==> src/rtl/ripple_adder.sv <==
// Unsigned WIDTH-bit ripple-carry adder with registered sum and carry-out.
// Baseline reference for the carry-lookahead members of the adder family.
module ripple_adder #(
    parameter int WIDTH = 4
) (
    input  logic             clk,
    input  logic             rst_n,
    input  logic [WIDTH-1:0] X,
    input  logic [WIDTH-1:0] Y,
    output logic [WIDTH-1:0] S,
    output logic             Co
);

    logic [WIDTH:0]   w_c;
    logic [WIDTH-1:0] w_s;
    logic [WIDTH-1:0] r_s;
    logic             r_co;

    assign w_c[0] = 1'b0;

    // One full-adder cell per bit; the carry chain is WIDTH cells long.
    for (genvar i = 0; i < WIDTH; i++) begin : g_fa
        logic w_p;
        assign w_p      = X[i] ^ Y[i];
        assign w_s[i]   = w_p ^ w_c[i];
        assign w_c[i+1] = (X[i] & Y[i]) | (w_c[i] & w_p);
    end

    always_ff @(posedge clk) begin
        if (!rst_n) begin
            r_s  <= '0;
            r_co <= 1'b0;
        end else begin
            r_s  <= w_s;
            r_co <= w_c[WIDTH];
        end
    end

    assign S  = r_s;
    assign Co = r_co;

endmodule

==> config.mk <==
export PLATFORM = sky130hd
export DESIGN_NAME = ripple_adder
export DESIGN_NICKNAME = d
export VERILOG_FILES = /design/src/rtl/ripple_adder.sv
export SDC_FILE = /design/constraint.sdc
export NUM_CORES = 1
export LEC_CHECK = 0
export ABC_AREA = 1
export BUFFER_PORTS_ARGS = -buffer_cell sky130_fd_sc_hd__buf_4
export CORE_AREA = 2 2 39 41
export CTS_CLUSTER_SIZE = 16
export DETAILED_ROUTE_END_ITERATION = 16
export DIE_AREA = 0 0 41 43
export PLACE_DENSITY = 0.39
export RECOVER_POWER = 100
export SYNTH_ARGS = -nofsm -noshare
export SYNTH_HDL_FRONTEND = slang
export SYNTH_SLANG_ARGS = --single-unit
==> constraint.sdc <==
create_clock -name clk -period 2.3 [get_ports clk]
set_clock_uncertainty 0.15 [all_clocks]
set_input_delay 0.345 -clock clk [delete_from_list [all_inputs] [get_ports clk]]
set_output_delay 0.345 -clock clk [all_outputs]
set_load 0.01 [all_outputs]
==> impl_metrics.yaml <==
synth:
  synth_largest_area_cell: "dfxtp_1"
  ys_seq_elements: 5
  synth_top_area_share_pct: 43.7
  synth_cell_types: 7
  seq_area_frac_synth_pct: 43.7
  synth_fp_nets: 38
  instance_count_of_the_mapped_netlist: 24
  synth-warning-count: 0
  synth_area_um2: 229
  syn-mean-instance-area_um2: 9.54
  post_synth_main_area_contributors: "dfxtp_1, fa_1, inv_1"
floorplan:
  io_pins: 15
  die_area_mm2: 0.00176
  die_w_um: 41
  dieHeight_um: 43
  floorplan.rows: 14
  initial_core_utilization_pct: 16.5
  floorplan.core_area_mm2: 0.00138
critical_path:
  required_time_of_the_worst_setup_path_ns: 2.33
  start_kind: "input port"
  critical_path.cell_chain: "clkbuf_4, ha_1, inv_1, fa_1, inv_1, fa_1, inv_1, fa_1, nor2_1"
  timing.critical_path.to_type: "flop"
  worstSetupPathType: "input port to flop"
  critical_path.n_buffers_inverters: 4
  timing.critical_path.slowest_cell_delay_ns: 0.40
  timing.critical_path.arrival_ns: 1.83
  worst_path_slowest_cell: "fa_1"
  worstPathMaxFanout: 1
  path_delay_family: "adder cells"
layout:
  layout_commonest_cell: "inv_1"
  layout_common_cells: "inv_1, buf_4, clkbuf_1, dfxtp_1, clkbuf_4"
  num-nets-final: 57
  post_route_cells_drive_above_1_share_pct: 31.0
  area_delta_synth_final_pct: 57.9
  finish.utilization_pct: 26.1
  insertedDiodeCount: 0
drt:
  via_count: 182
  initialDrtViolationCount: 0
  wl_per_cell_um: 6.93
  detailedRoute.firstPassIterationCount: 1
  remaining_drc_errors: 0
  avgViaCountPerCell: 3.14
  drt-total-wl_um: 402
  final_antenna_net_count: 0
sta:
  fmaxAchievable_ghz: 0.555
  fin_setup_tns_ns: 0
  final.period_utilization_pct: 78.3
  timing.final.max_slew_violations: 0
  finalSetupViolCount: 0
  slew-limit-headroom_pct: 90.6
  layout_min_cycle_time_ns: 1.80
  final_report_hold_violation_count: 0
  rsz0062_at_grt: "no"
  worst_pin_slew_ns: 0.141
clock_tree:
  cts_tree: "built"
  htreeDepth: 1
  numCtsBuffers: 3
  clk_pin_slew_ns: 0.04
  clockRootBuffer: "clkbuf_4"
  postCtsSetupBuffers: 0
  post_cts_hold_buffer_count: 0
  clock_sink_count: 5
  clock_tree.buffer_depth: 2
  post_cts.resized_instances: 0
run_status:
  status: "finished, final reports clean"
hold_path:
  hold_path_class: "input port to flop"
  worst_hold_path.endpoint: "S[0]"
  min_path_cells: 3
  hold_path.startpoint: "rst_n"
grt:
  globalRouteTotalUtil_pct: 5.55
  grt_antenna_before_repair: 0
  global_route_wire_length_before_repair_um: 627
  pin_count_of_the_biggest_net_entering_global_routing: 4
  vias_in_the_first_global_route: 205
  grt_overflow_total: 0
place:
  port_buffers: 14
  post-dp-hpwl_um: 341
  globalplace.congestion: 0.650
pwr:
  total_leakage_power_nw: 0.200
  vdd_drop_max_v: 0.000112
  p_per_area_mw_per_mm2: 658
job:
  maxCapViolCount: 0
cells by family after synthesis:
logic type    share of synthesized area [%]
buf+inv                                16.4
flops                                  43.7
simple gates                           8.20
fa+ha+maj                              31.7
tightest hold or removal path: cells and delay by family:
kind	cells	cell delay [ns]
buf+inv	2	0.13
simple gates	1	0.05
metrics by stage:
stage	std cells	total power [mW]	worst slack, ns	instance area [um2]	hold WS (ns)
2_1_floorplan	24	0.121	0.434	229	0.288
3_3_place_gp	54	0.150	0.246	354	0.408
3_5_place_dp	54	0.150	0.253	354	0.409
4_1_cts	58	0.253	0.498	380	0.163
5_1_grt	58	0.257	0.430	362	0.187
6_report	58	0.238	0.499	362	0.169
Yosys cell counts:
| cell | n |
|---|---|
| inv_2 | 1 |
| inv_1 | 9 |
| dfxtp_1 | 5 |
| ha_1 | 1 |
| nand2_1 | 2 |
| fa_1 | 3 |
| nor2_1 | 3 |
layout make-up:
class | count | area (um2)
fillers | 161 | 1020
flip-flops and latches | 5 | 100
multi-input cells | 9 | 91.3
repair buffers | 14 | 86.3
inverters | 10 | 37.5
clock buffers | 4 | 26.3
well taps | 16 | 20.0
sequential cells by signal, summed over array words and instances, names as in the netlist:
register  flops
S             4
Co            1
where the power goes:
part	switching (mW)	internal, mW
combinational	0.0214	0.0215
sequential	0.00191	0.0960
clock	0.0319	0.0653
how the worst max path moves through the flow:
| stage | startpoint | to | slack (ns) | cells past startpoint |
|---|---|---|---|---|
| 2_1_floorplan | X[0] | S[3] | 0.43 | 8 |
| 3_3_place_gp | X[0] | S[3] | 0.25 | 9 |
| 3_5_place_dp | X[0] | S[3] | 0.25 | 9 |
| 4_1_cts | X[0] | S[3] | 0.50 | 9 |
| 5_1_grt | X[0] | S[3] | 0.43 | 9 |
| 6_report | X[0] | S[3] | 0.50 | 9 |
metal layers:
layer	vias up	track usage [%]	share of wire [%]
li1	98	-	-
met1	77	4.25	33
met2	7	9.38	58
met3	0	0	8.7
met4	0	8.00	0
met5	-	0	0
Note: power is estimated with default switching activity, not from simulation.
